## src/rtl/uart_rx_irr_pkg.sv

```systemverilog
// Shared definitions for the UART receive front end.
//   RX_STATE : receiver FSM states (IDLE, START, DATA, STOP)
//   CNT_W    : bit-timing counter width
//   DATA_W   : character width
package lib_uart;
  localparam int unsigned CNT_W  = 16;
  localparam int unsigned DATA_W = 8;

  typedef enum logic [1:0] {
    IDLE  = 2'd0,
    START = 2'd1,
    DATA  = 2'd2,
    STOP  = 2'd3
  } RX_STATE;
endpackage

```

## src/rtl/uart_rx_fifo.sv

```systemverilog
// Small receive FIFO, used only when UART_RX_IRR_FIFO_EN is defined.
//   clk, reset : clock, synchronous active-high reset
//   push, din  : write request and byte (ignored when full and not popping)
//   pop        : read request (ignored when empty)
//   dout       : head byte
//   empty/full : occupancy flags
module uart_rx_fifo
  import lib_uart::*;
#(
  parameter int unsigned DEPTH = 4
) (
  input  logic              clk,
  input  logic              reset,
  input  logic              push,
  input  logic [DATA_W-1:0] din,
  input  logic              pop,
  output logic [DATA_W-1:0] dout,
  output logic              empty,
  output logic              full
);
  localparam int unsigned AW = $clog2(DEPTH);

  logic [AW:0]       wr_ptr, rd_ptr;
  logic [DATA_W-1:0] mem [DEPTH];
  logic              wr_en, rd_en;

  // Extra pointer MSB distinguishes full from empty.
  assign empty = (wr_ptr == rd_ptr);
  assign full  = (wr_ptr[AW] != rd_ptr[AW]) && (wr_ptr[AW-1:0] == rd_ptr[AW-1:0]);
  assign rd_en = pop && !empty;
  assign wr_en = push && (!full || rd_en);
  assign dout  = mem[rd_ptr[AW-1:0]];

  always_ff @(posedge clk) begin
    if (reset) begin
      wr_ptr <= '0;
      rd_ptr <= '0;
    end else begin
      if (wr_en) wr_ptr <= wr_ptr + {{AW{1'b0}}, 1'b1};
      if (rd_en) rd_ptr <= rd_ptr + {{AW{1'b0}}, 1'b1};
    end
  end

  always_ff @(posedge clk) begin
    if (wr_en) mem[wr_ptr[AW-1:0]] <= din;
  end
endmodule

```

## src/rtl/uart_rx_irr.sv

```systemverilog
// 8N1 serial receiver presenting bytes to the CPU as a level request.
//   clk, reset : clock, synchronous active-high reset
//   rxd        : asynchronous serial input, idle high
//   irr        : a received byte is available
//   rx_data    : head byte, valid while irr=1
//   ack        : CPU acknowledge level; rising edge consumes the head byte
//   overrun    : sticky, a completed byte was dropped for lack of space
// Build option: UART_RX_IRR_FIFO_EN selects a FIFO_DEPTH-entry FIFO instead
// of the single holding register.
module uart_rx_irr
  import lib_uart::*;
#(
  parameter int unsigned CLKS_PER_BIT = 868,
  parameter int unsigned FIFO_DEPTH   = 4
) (
  input  logic              clk,
  input  logic              reset,
  input  logic              rxd,
  output logic              irr,
  output logic [DATA_W-1:0] rx_data,
  input  logic              ack,
  output logic              overrun
);
  localparam logic [CNT_W-1:0] HALF_BIT = CNT_W'(CLKS_PER_BIT / 2 - 1);
  localparam logic [CNT_W-1:0] FULL_BIT = CNT_W'(CLKS_PER_BIT - 1);

  if (CLKS_PER_BIT < 8 || CLKS_PER_BIT > 65535) begin : g_cpb_chk
    $error("CLKS_PER_BIT out of range");
  end
  if (FIFO_DEPTH < 2 || FIFO_DEPTH > 16) begin : g_depth_chk
    $error("FIFO_DEPTH out of range");
  end

  logic              rx_meta, rxs;
  RX_STATE           state;
  logic [CNT_W-1:0]  cnt;
  logic [2:0]        idx;
  logic [DATA_W-1:0] shreg;
  logic              ack_d;
  logic              push, pop;

  always_ff @(posedge clk) begin
    if (reset) begin
      rx_meta <= 1'b1;
      rxs     <= 1'b1;
      ack_d   <= 1'b0;
    end else begin
      rx_meta <= rxd;
      rxs     <= rx_meta;
      ack_d   <= ack;
    end
  end

  assign pop  = ack && !ack_d;
  assign push = (state == STOP) && (cnt == '0) && rxs;

  always_ff @(posedge clk) begin
    if (reset) begin
      state <= IDLE;
      cnt   <= '0;
      idx   <= '0;
      shreg <= '0;
    end else begin
      case (state)
        IDLE: begin
          if (!rxs) begin
            cnt   <= HALF_BIT;
            state <= START;
          end
        end
        START: begin
          if (cnt != '0) begin
            cnt <= cnt - 1'b1;
          end else if (rxs) begin
            state <= IDLE;
          end else begin
            cnt   <= FULL_BIT;
            idx   <= '0;
            state <= DATA;
          end
        end
        DATA: begin
          if (cnt != '0) begin
            cnt <= cnt - 1'b1;
          end else begin
            shreg <= {rxs, shreg[DATA_W-1:1]};
            cnt   <= FULL_BIT;
            idx   <= idx + 1'b1;
            if (idx == 3'd7) state <= STOP;
          end
        end
        STOP: begin
          // Byte leaves via push here; a low stop bit simply discards it.
          if (cnt != '0) cnt <= cnt - 1'b1;
          else           state <= IDLE;
        end
        default: state <= IDLE;
      endcase
    end
  end

`ifdef UART_RX_IRR_FIFO_EN
  logic              f_empty, f_full;
  logic [DATA_W-1:0] f_dout;

  uart_rx_fifo #(.DEPTH(FIFO_DEPTH)) u_fifo (
    .clk   (clk),
    .reset (reset),
    .push  (push),
    .din   (shreg),
    .pop   (pop),
    .dout  (f_dout),
    .empty (f_empty),
    .full  (f_full)
  );

  assign irr     = !f_empty;
  // FIFO storage is not reset, so hide stale contents while empty.
  assign rx_data = f_empty ? '0 : f_dout;

  always_ff @(posedge clk) begin
    if (reset)                                overrun <= 1'b0;
    else if (push && f_full && !(pop && irr)) overrun <= 1'b1;
  end
`else
  logic              valid;
  logic [DATA_W-1:0] hold;

  always_ff @(posedge clk) begin
    if (reset) begin
      valid   <= 1'b0;
      hold    <= '0;
      overrun <= 1'b0;
    end else begin
      if (push && (!valid || pop)) begin
        hold  <= shreg;
        valid <= 1'b1;
      end else if (pop) begin
        valid <= 1'b0;
      end
      if (push && valid && !pop) overrun <= 1'b1;
    end
  end

  assign irr     = valid;
  assign rx_data = hold;
`endif
endmodule
```

## config.mk

```make
export PLATFORM = sky130hd
export DESIGN_NAME = uart_rx_irr
export DESIGN_NICKNAME = d
export VERILOG_FILES = /design/src/rtl/uart_rx_irr_pkg.sv /design/src/rtl/uart_rx_fifo.sv /design/src/rtl/uart_rx_irr.sv
export SDC_FILE = /design/constraint.sdc
export NUM_CORES = 1
export LEC_CHECK = 0
export BUFFER_PORTS_ARGS = -buffer_cell sky130_fd_sc_hd__buf_4
export CAP_MARGIN = 20
export CORE_MARGIN = 1.5
export CORE_UTILIZATION = 45
export DETAILED_ROUTE_END_ITERATION = 10
export SYNTH_ARGS = -nofsm -noshare
export SYNTH_HDL_FRONTEND = slang
export SYNTH_SLANG_ARGS = --single-unit
```

## constraint.sdc

```tcl
create_clock -name clk -period 2.8 [get_ports clk]
set_input_delay 0.56 -clock clk [delete_from_list [all_inputs] [get_ports clk]]
set_output_delay 0.56 -clock clk [all_outputs]
set_load 0.01 [all_outputs]
```

### Yosys cells after proc, flatten, opt, wreduce, memory -nomap -nowiden

Index checks and enable logic that the tools add are counted.

* $mul: 0
* magnitude comparators: 0
* muxes and demuxes: 19
* reduce and logical (&&, ||, !) cells: 19
* bitwise gates (word level): 1
* divide/modulo/power cells: 0
* equal/unequal tests: 12
* shifts and indexed selects: 0
* add/subtract/negate cells: 2

Operators by type and width (number)
* $mux 16: 5
* $pmux 16 s4: 1
* $logic_not 16->1: 1
* $reduce_bool 16->1: 1
* $sub 16x1->16 const B: 1
* $mux 2: 6
* $ne 2x2->1 const B: 6
* $mux 3: 3
* $pmux 2 s4: 1
* $logic_and 1x1->1: 6
* $pmux 3 s2: 1
* $reduce_and 5->1: 1
* $eq 2x2->1 const B: 2
* $reduce_and 4->1: 1
* $reduce_bool 2->1: 2
* $add 3x1->3 const B: 1
* $eq 3x3->1 const B: 1
* $logic_not 1->1: 3
* $ne 3x3->1 const B: 1
* $reduce_and 3->1: 1
* $eq 2x1->1 const B: 1
* $logic_not 2->1: 1
* $mux 1: 2
* $ne 2x1->1 const B: 1
* other kinds (3): 3

* logic and storage cells: 63
* memories kept: 0
* bits in writable memories: 0
* register bits: 42
* latch bits: 0
* memory bits (read-only): 0
* output and inout port bits: 10

### Longest topological paths before layout

Gate-level depths: netlist (run 1).

* word-level depth: 5
* depth in mapped cells: 8
* gate-level depth less buffers: 7

### Worst setup path after synthesis (run 1)

Ideal clock, no wire load.

* path type: flip-flop to flip-flop
* start point: reg cnt[0]
* end point: reg cnt[7]
* path slack: 0.476 ns
* data arrival time: 2.192 ns
* stages on the path, launching flop included: 9
* clock period less this slack: 2.324 ns
* data required time: 2.668 ns
* cells stage by stage: dfxtp_1 > inv_1 > ha_1 > or4b_4 > or4_1 > buf_6 > a21o_4 > a31oi_4 > o221ai_2

* longest elaborated chain between the ends: 3

Ends and longest elaborated chain
* start, declared: line uart_rx_irr.sv:36 `logic [CNT_W-1:0] cnt;`
* start signal, assigned: line uart_rx_irr.sv:73 `cnt <= cnt - 1'b1;`
* start signal, assigned: line uart_rx_irr.sv:84 `cnt <= cnt - 1'b1;`
* start signal, assigned: line uart_rx_irr.sv:94 `if (cnt != '0) cnt <= cnt - 1'b1;`
* $sub 16x1->16 or $reduce_bool 16->1 (tied branches)
* $mux 16, or another cell as far along: line uart_rx_irr.sv:94
* $pmux 16 s4 or $reduce_and 3->1 (tied branches)

Parallel ways exist; a longest one is shown, timed or not. The select of a mux whose other input is x is not followed.
A chain may end at the register's enable or synchronous reset.

### Worst setup path after layout (run 1)

* start point: reg cnt[0]
* end point: reg cnt[11]

The elaborated chain is that of the path after synthesis.

==> results by group, run 1 <==
Clocking
  • Hold Buf Count CTS: 0
  • Deepest clock path buffer count: 2
  • # resized after CTS: 0
  • Clock transition at path regs: 0.08 ns
  • Num CTS Buffers: 5
  • H-tree Lvls: 2
  • TritonCTS clock tree: built
  • Clock Latency Late Sink: 0.29 ns
  • Post-CTS setup buffer count: 0
  • CTS sink cnt: 42
  • Root Driver: clkbuf_8

Power
  • Clk pwr share: 22.3%
  • Cell Int Power: 1.27 mW
  • Maximum vdd ir drop: 311 µV
  • P_leak: 0.987 nW
  • Seq pwr share: 35.2%
  • Switching share of total power: 39.5%
  • Net load switching power: 831 µW
  • Combinational fraction of design power: 42.5%
  • Cell area power density: 869 mW/mm²

Critical path
  • R2R Path Start: cnt[0]
  • Slowest-stage cell, CP: or4_1
  • RR Endpoint: cnt[11]
  • Endpoint type of the worst setup path: register
  • CP peak stage delay: 0.78 ns
  • Worst Path Buf+Inv: 1
  • Worst reg2reg path depth: 7
  • CP delay by family, top: simple AND/OR/NAND/NOR gates
  • Worst Setup Path Type: reg2reg
  • WP data required: 2.98 ns
  • Worst-path fanout max: 8
  • Reg2reg setup slack: 0.20 ns
  • WP data arrival: 2.78 ns
  • Crit start category: register
  • CP cell instances: inv_1, ha_1, or4b_4, or4_1, a22o_1, o21ai_4, nor2_1

Finish
  • Fin area: 0.00242 mm²
  • Fin nets: 274
  • Ant diodes: 0
  • Area grow syn2layout: 12.9%
  • Fin cells: 314
  • Share of post-route cells with drive strength above 1: 16.0%
  • Fillers: 437
  • Final core occ: 54.0%

Synth
  • Post-Syn Area: 0.00214 mm²
  • Count leader, synth: dfxtp_1
  • Synth Flop Type: dfxtp_1
  • Asr flop ratio synth: 0%
  • Synth area leader: dfxtp_1
  • Sequential fraction of the synthesis area: 39.3%
  • Commonest cells in the netlist: 42 x dfxtp_1, 31 x nand2_1, 26 x nor2_1, 23 x a21oi_1, 11 x mux2i_1
  • Post-synthesis cell count: 245
  • Mapped Avg Cell Area: 8.74 µm²
  • Ranking of synthesized cells by area: dfxtp_1 39%, nand2_1 5.4%, a21oi_1 5.4%
  • Share of the synthesized area in the top cell type: 39.3%
  • Number of synthesized flops with an enable pin: 0
  • Number of synthesized register bits: 42
  • Syn Nets: 258
  • Warnings from Yosys: 0
  • Yosys cell types: 51

STA
  • Peak Freq: 384 MHz
  • RSZ-0062 raised after global routing: no
  • Worst-margin pin slew: 0.514 ns
  • Setup TNS: 0 ns
  • Max transition margin: 65.4%
  • # setup viols final: 0
  • Fin crit period: 2.60 ns
  • Hold Fails Final Rpt: 0
  • Slew Viols, Final: 0
  • Clock skew: 0.00467 ns
  • Fin crit share: 92.9%

Detailed routing
  • Via count: 1,798
  • Vias per inst: 5.73
  • WL per Instance: 14.4 µm
  • Residual DRC: 0
  • Antenna-violating nets left: 0
  • Drt pass-1 iters: 4
  • Drt total wl: 4530 µm
  • 1st-iter DRT viols: 155

Floorplan
  • Initial Utilization: 47.9%
  • Die height: 72.0 µm
  • Boundary Pins: 14
  • Die area: 0.00518 mm²
  • CORE AREA: 0.00447 mm²
  • Rows: 24
  • Die width: 72.0 µm

Global routing
  • Vias in the first global route: 1,768
  • Grt ovf: 0
  • Largest net degree at the start of global routing: 33
  • Total GRT Usage: 19.7%
  • First-pass GRT wire length: 8090 µm
  • Antenna violations before repair: 0

Placed design
  • DP Cell Count: 306
  • DP Area: 0.00231 mm²
  • Post-DP HPWL: 3320 µm
  • GPL Wtd Cong: 0.877
  • Port bufs: 13

Hold path
  • Min-delay src: rx_meta
  • Hold Path Depth: 1
  • Worst Hold Class: reg2reg
  • Min-Delay Endpoint: rxs

Flow run
  • Max Cap Viol: 0

Run status
  • Status: completed
[registers in the layout, summed over array words and instances, names as in the netlist, named ones only]
| signal | flops |
|---|---|
| cnt | 16 |
| rx_data | 8 |
| shreg | 8 |
| idx | 3 |
| ack_d | 1 |
| irr | 1 |
| overrun | 1 |
| rx_meta | 1 |
| rxs | 1 |
| state | 1 |
[per-stage QoR]
step           setup slack (ns)  hold slack (ns)  power, mW
2_1_floorplan             0.476            0.389       1.43
3_3_place_gp              0.254            0.392       1.64
3_5_place_dp              0.213            0.402       1.63
4_1_cts                   0.200            0.432       2.10
5_1_grt                  0.0961            0.436       2.23
6_report                  0.198            0.434       2.10
[worst max-delay path by stage]
stage | start | end | slack [ns] | depth (start not counted)
after floorplan | cnt[0] | cnt[7] | 0.48 | 8
after global placement | cnt[0] | cnt[13] | 0.25 | 7
after detailed placement | cnt[0] | cnt[11] | 0.21 | 7
after CTS | cnt[0] | cnt[11] | 0.20 | 7
after global routing | cnt[0] | cnt[11] | 0.1 | 7
final | cnt[0] | cnt[11] | 0.20 | 7
[layout by cell type (no fill, tap or decap), types with 2 or more instances in the layout]
master      n
or4_1       2
a21oi_1    23
o21ai_4     2
and2_1      5
nor4_1      6
inv_1       9
buf_4      20
a31oi_1     4
xor2_1      4
a21o_1      3
or2_2       2
o21ai_1     2
o21ai_0     8
o2111ai_1   2
mux2i_1    11
nand3_1     3
nor3_1      3
nand2_1    31
ha_1        9
a2111oi_0   2
nand4b_1    2
nor2b_1     3
dfxtp_1    42
nand4_1     3
xnor2_1     3
clkbuf_8    5
o31ai_1     2
o21a_1      2
nor2_1     26
[layout make-up]
cell class	count	area, µm²	share of cell area (%)
multi-input combinational	183	1220	50.4
sequential	42	841	34.8
clock inverter	2	37.5	1.55
clock buffer	6	72.6	3.00
inverter	9	33.8	1.40
tap	52	65.1	2.69
timing repair buffer	20	150	6.21
[power groups by stage]
stage          Combinational [mW]  Sequential (mW)  Clock (mW)
2_1_floorplan               0.710            0.717           0
5_1_grt                     0.978            0.749       0.506
3_5_place_dp                0.876            0.752           0
3_3_place_gp                0.886            0.754           0
6_report                    0.893            0.740       0.468
4_1_cts                     0.880            0.738       0.482
[routing by layer]
metal | vias to the layer above | track usage [%] | wire length [µm]
met4 | 0 | 8.18 | 57
met2 | 60 | 29.4 | 1930
met3 | 7 | 5.14 | 333
met5 | - | 0 | 0
met1 | 825 | 27.0 | 2210
li1 | 906 | - | -
[cell families (layout without fill, tap and decap cells)]
group,after synthesis,in the layout,synth area share (%)
simple gates,97,97,24.0
mux,11,11,5.14
xor+xnor,7,7,2.86
fa+ha+maj,9,9,5.26
flops,42,42,39.3
buf+inv,20,37,3.91
compound gates,59,59,19.6
No activity file was read; power rests on OpenSTA's default activity.
==> inputs of run 2 (changes only) <==
==> constraint.sdc (replaced) <==
create_clock -name clk -period 3.37 [get_ports clk]
set_input_delay 0.674 -clock clk [delete_from_list [all_inputs] [get_ports clk]]
set_output_delay 0.674 -clock clk [all_outputs]
set_load 0.01 [all_outputs]
==> results by group, run 2 (synthesized netlist as in run 1, its figures left out) <==
Floorplan
  • CORE AREA: 0.00447 mm²
  • Initial Utilization: 47.9%
  • Boundary Pins: 14
  • Die width: 72.0 µm
  • Rows: 24
  • Die height: 72.0 µm
  • Die area: 0.00518 mm²

Critical path
  • Worst Path Buf+Inv: 1
  • Worst reg2reg path depth: 7
  • Endpoint type of the worst setup path: register
  • Worst Setup Path Type: reg2reg
  • CP peak stage delay: 0.78 ns
  • Reg2reg setup slack: 0.74 ns
  • CP cell instances: inv_1, ha_1, or4b_4, or4_1, a22o_1, o21ai_4, nor2_1
  • RR Endpoint: cnt[15]
  • WP data required: 3.56 ns
  • Worst-path fanout max: 8
  • Crit start category: register
  • Slowest-stage cell, CP: or4_1
  • WP data arrival: 2.82 ns
  • CP delay by family, top: simple AND/OR/NAND/NOR gates
  • R2R Path Start: cnt[0]
  • Critical Path Source: cnt[0]

Finish
  • Area grow syn2layout: 11.1%
  • Ant diodes: 0
  • Max reg flops: 16
  • Fin cells: 309
  • Share of post-route cells with drive strength above 1: 14.4%
  • Fin nets: 269
  • Commonest non-fill, non-tap cell in the layout: dfxtp_1
  • Most frequent cells in the layout: 42 x dfxtp_1, 31 x nand2_1, 26 x nor2_1
  • Top reg by flops: cnt

Global routing
  • First-pass GRT wire length: 8370 µm
  • Largest net degree at the start of global routing: 33
  • Antenna violations before repair: 0
  • Total GRT Usage: 20.7%
  • Grt ovf: 0
  • Vias in the first global route: 1,728

Clocking
  • CTS sink cnt: 42
  • Clock Latency Late Sink: 0.30 ns
  • # resized after CTS: 0
  • Clock transition at path regs: 0.08 ns
  • H-tree Lvls: 2
  • Deepest clock path buffer count: 2
  • TritonCTS clock tree: built
  • Num CTS Buffers: 5
  • Post-CTS setup buffer count: 0
  • Hold Buf Count CTS: 0
  • Root Driver: clkbuf_8

Power
  • Maximum vdd ir drop: 274 µV
  • Cell area power density: 730 mW/mm²
  • P_leak: 0.962 nW
  • Total power: 1.74 mW

STA
  • Hold Fails Final Rpt: 0
  • Post-layout worst setup margin: 0.742 ns
  • Setup TNS: 0 ns
  • Fin crit share: 78.0%
  • Hold_ws: 0.425 ns
  • # setup viols final: 0
  • Worst-margin pin slew: 0.824 ns
  • Clock skew: 0.00411 ns
  • Peak Freq: 380 MHz
  • RSZ-0062 raised after global routing: no
  • Fin crit period: 2.63 ns
  • Slew Viols, Final: 0
  • Max transition margin: 45.1%

Detailed routing
  • WL per Instance: 15.2 µm
  • Antenna-violating nets left: 0
  • 1st-iter DRT viols: 108
  • Drt pass-1 iters: 4
  • Vias per inst: 5.71
  • Residual DRC: 0
  • Drt total wl: 4710 µm
  • Via count: 1,764

Hold path
  • Min-Delay Endpoint: rxs
  • Worst Hold Class: reg2reg
  • Hold Path Depth: 1
  • Min-delay src: rx_meta

Placed design
  • GPL Wtd Cong: 0.903
  • Post-DP HPWL: 3380 µm
  • Dpl ws: 0.755 ns
  • Port bufs: 13
  • DP Cell Count: 301

Flow run
  • Max Cap Viol: 0

Run status
  • Status: completed
==> run 2: cell count changes in the layout (fill, tap and decap cells not counted), sizes merged <==
cell,previous run,this run
buf,20,15
==> run 2: cell type report <==
type | count | area [µm²]
sequential | 42 | 841
clock buffer | 6 | 72.6
inverter | 9 | 33.8
tap | 52 | 65.1
fill | 425 | 2090
timing repair buffer | 15 | 113
clock inverter | 2 | 37.5
multi-input combinational | 183 | 1220
==> run 2: layer usage <==
layer,part of all wire (%),GRT usage (%)
met5,0,0
met4,1.6,8.18
met3,5.4,4.44
met2,44,30.5
met1,49,29.5
==> run 2: worst max-delay path by stage <==
stage	endpoint	slack, ns	depth (start not counted)
after floorplan	cnt[7]	1.05	8
after global placement	cnt[3]	0.81	7
after detailed placement	cnt[12]	0.75	7
after CTS	cnt[12]	0.74	7
after global routing	cnt[15]	0.63	7
final	cnt[15]	0.74	7
==> run 2: where the power goes <==
part | switching [mW] | internal, mW | total, mW | leakage [nW]
logic | 0.446 | 0.270 | 0.716 | 0.570
registers | 0.0734 | 0.549 | 0.622 | 0.341
clock network | 0.179 | 0.221 | 0.400 | 0.0514
total | 0.698 | 1.04 | 1.74 | 0.962
==> run 2: through the flow <==
step | utilization (%) | area, µm²
floorplan | - | 2140
finish | 53.2 | 2380
global placement | 50.7 | 2270
CTS | 53.2 | 2380
global route | 53.2 | 2380
detailed placement | 50.7 | 2270
==> run 2: worst reg2reg max path, stage by stage (launching register included) <==
cell and delay [ns]:
dfxtp_1 0.34, inv_1 0.12, ha_1 0.15, or4b_4 0.49
or4_1 0.78, a22o_1 0.33, o21ai_4 0.23, nor2_1 0.08
==> inputs of run 3 (changes only) <==
--- a/config.mk
+++ b/config.mk
@@ -5,6 +5,7 @@
 export SDC_FILE = /design/constraint.sdc
 export NUM_CORES = 1
 export LEC_CHECK = 0
+export ABC_AREA = 1
 export BUFFER_PORTS_ARGS = -buffer_cell sky130_fd_sc_hd__buf_4
 export CAP_MARGIN = 20
 export CORE_MARGIN = 1.5
==> constraint.sdc (replaced) <==
create_clock -name clk -period 2.7 [get_ports clk]
set_input_delay 0.54 -clock clk [delete_from_list [all_inputs] [get_ports clk]]
set_output_delay 0.54 -clock clk [all_outputs]
set_load 0.01 [all_outputs]
==> results by group, run 3 <==
Run status
  • Status: completed

Floorplan
  • Die height: 72.8 µm
  • CORE AREA: 0.00469 mm²
  • Boundary Pins: 14
  • Die width: 72.8 µm
  • Initial Utilization: 46.7%
  • Rows: 25
  • Die area: 0.00530 mm²

STA
  • Max transition margin: 51.9%
  • Slew Viols, Final: 0
  • Fin crit share: 74.7%
  • Post-layout worst setup margin: 0.682 ns
  • Peak Freq: 496 MHz
  • Hold Fails Final Rpt: 0
  • RSZ-0062 raised after global routing: no
  • Setup TNS: 0 ns
  • # setup viols final: 0
  • Fin crit period: 2.02 ns
  • Worst-margin pin slew: 0.720 ns
  • Clock skew: 0.00617 ns

Synth
  • Simple-Gate Fraction of Synth Area: 35.2%
  • Warnings from Yosys: 0
  • Ranking of synthesized cells by area: dfxtp_1 38%, nand2_1 11%, nor2_1 9.6%
  • Mapped Avg Cell Area: 6.89 µm²
  • Post-Syn Area: 0.00219 mm²
  • Post-synthesis mux area share: 0%
  • XOR/XNOR Fraction of Synth Area: 1.20%
  • Asr flop ratio synth: 0%
  • Yosys cell types: 28
  • Synth Area in Compound Gates: 11.1%
  • Count leader, synth: nand2_1
  • Number of synthesized flops with an enable pin: 0
  • Synth Flop Type: dfxtp_1
  • Post-Synth Adder-Cell Area: 5.14%
  • Synth area leader: dfxtp_1
  • Main combinational cell family by area after synthesis: simple AND/OR/NAND/NOR gates
  • Commonest cells in the netlist: 65 x nand2_1, 56 x nor2_1, 42 x dfxtp_1, 36 x inv_1, 28 x o21ai_0
  • Syn Nets: 331
  • Share of the synthesized area in the top cell type: 38.4%
  • Sequential fraction of the synthesis area: 38.4%
  • Number of synthesized register bits: 42
  • Post-synthesis cell count: 318

Clocking
  • H-tree Lvls: 2
  • Num CTS Buffers: 5
  • Deepest clock path buffer count: 2
  • # resized after CTS: 0
  • Clock transition at path regs: 0.08 ns
  • TritonCTS clock tree: built
  • Post-CTS setup buffer count: 0
  • CTS sink cnt: 42
  • Root Driver: clkbuf_8
  • Clock Latency Late Sink: 0.29 ns
  • Hold Buf Count CTS: 0

Finish
  • Commonest non-fill, non-tap cell in the layout: nand2_1
  • Reg area: 841 µm²
  • Fillers: 474
  • Share of post-route cells with drive strength above 1: 12.1%
  • Fin nets: 343
  • Fin area: 0.00239 mm²
  • Ant diodes: 0
  • Max reg flops: 16
  • Footprint of the multi-input gates: 0.00115 mm²
  • Most frequent cells in the layout: 65 x nand2_1, 56 x nor2_1, 42 x dfxtp_1
  • Top reg by flops: cnt
  • Area grow syn2layout: 9.13%
  • Final core occ: 51.0%

Detailed routing
  • Residual DRC: 0
  • Drt pass-1 iters: 4
  • 1st-iter DRT viols: 136
  • Drt total wl: 4340 µm
  • Via count: 1,881
  • Vias per inst: 4.89
  • Antenna-violating nets left: 0
  • WL per Instance: 11.3 µm

Critical path
  • Endpoint type of the worst setup path: register
  • Slowest-stage cell, CP: dfxtp_1
  • CP cell instances: inv_1, ha_1, inv_1, o21ai_0, nand3_1, nand2_1, inv_1, nand2_1, nand2_2, nor2_1
  • WP data arrival: 2.25 ns
  • Worst-path fanout max: 14
  • CP peak stage delay: 0.33 ns
  • Crit-path most repeated cell: inv_1
  • WP data required: 2.94 ns
  • Crit start category: register
  • Worst Setup Path Type: reg2reg

Power
  • Cell Int Power: 1.33 mW
  • Clk pwr share: 15.8%
  • P_leak: 1.14 nW
  • Switching share of total power: 48.0%
  • Cell area power density: 1070 mW/mm²
  • Combinational fraction of design power: 51.3%
  • Net load switching power: 1.23 mW
  • Maximum vdd ir drop: 518 µV
  • Seq pwr share: 32.9%
  • Total power: 2.55 mW

Global routing
  • Vias in the first global route: 1,732
  • Antenna violations before repair: 0
  • Largest net degree at the start of global routing: 27
  • First-pass GRT wire length: 7700 µm
  • Total GRT Usage: 18.5%
  • Grt ovf: 0

Flow run
  • Max Cap Viol: 0

Placed design
  • Post-DP HPWL: 3150 µm
  • Port bufs: 13
  • GPL Wtd Cong: 0.830
  • Dpl ws: 0.709 ns
  • DP Area: 0.00231 mm²

Hold path
  • Worst Hold Class: reg2reg
[run 3: power by group through the flow]
stage / sequential (mW) / clock [mW] / combinational, mW
2_1_floorplan: 0.823 / 0 / 1.11
5_1_grt: 0.856 / 0.439 / 1.53
4_1_cts: 0.838 / 0.415 / 1.31
3_5_place_dp: 0.852 / 0 / 1.30
6_report: 0.841 / 0.402 / 1.31
3_3_place_gp: 0.852 / 0 / 1.31
[run 3: through the flow]
step	hold slack, ns	instances
finish	0.419	385
global placement	0.392	377
detailed placement	0.403	377
CTS	0.421	385
global route	0.421	385
floorplan	0.389	318
[run 3: kinds of logic after synthesis]
family,after synthesis
buffers and inverters,46
AO/OA/AOI/OAI,47
XOR/XNOR,3
adder cells (fa/ha/maj),9
flip-flops,42
AND/OR/NAND/NOR,171
[run 3: critical path, delay by kind of cell (launching register included)]
family	cells	cell delay [ns]
fa+ha+maj	1	0.20
simple gates	5	0.81
buf+inv	3	0.47
compound gates	1	0.15
flops	1	0.33
[run 3: final timing paths]
| path | cells after the start | to | slack (ns) | startpoint |
|---|---|---|---|---|
| hold / removal | 1 | rxs | 0.42 | rx_meta |
| setup / recovery | 10 | cnt[2] | 0.68 | register |
| setup reg to reg | 10 | cnt[2] | 0.68 | register |
| hold reg to reg | 1 | rxs | 0.42 | rx_meta |
[run 3: cell type report]
cell class / instances / area share, %
tap: 54 / 2.82
clock buffer: 6 / 3.03
sequential: 42 / 35.1
inverter: 37 / 5.81
timing repair buffer: 14 / 4.39
clock inverter: 2 / 0.575
multi-input combinational: 230 / 48.2
[run 3: per-layer routing]
| metal | vias to the layer above | share of wire, % | global-route usage, % |
|---|---|---|---|
| met1 | 823 | 52 | 24.8 |
| li1 | 1028 | - | - |
| met3 | 6 | 3.1 | 4.28 |
| met5 | - | 0 | 0 |
| met4 | 0 | 1.6 | 6.29 |
| met2 | 24 | 44 | 29.3 |
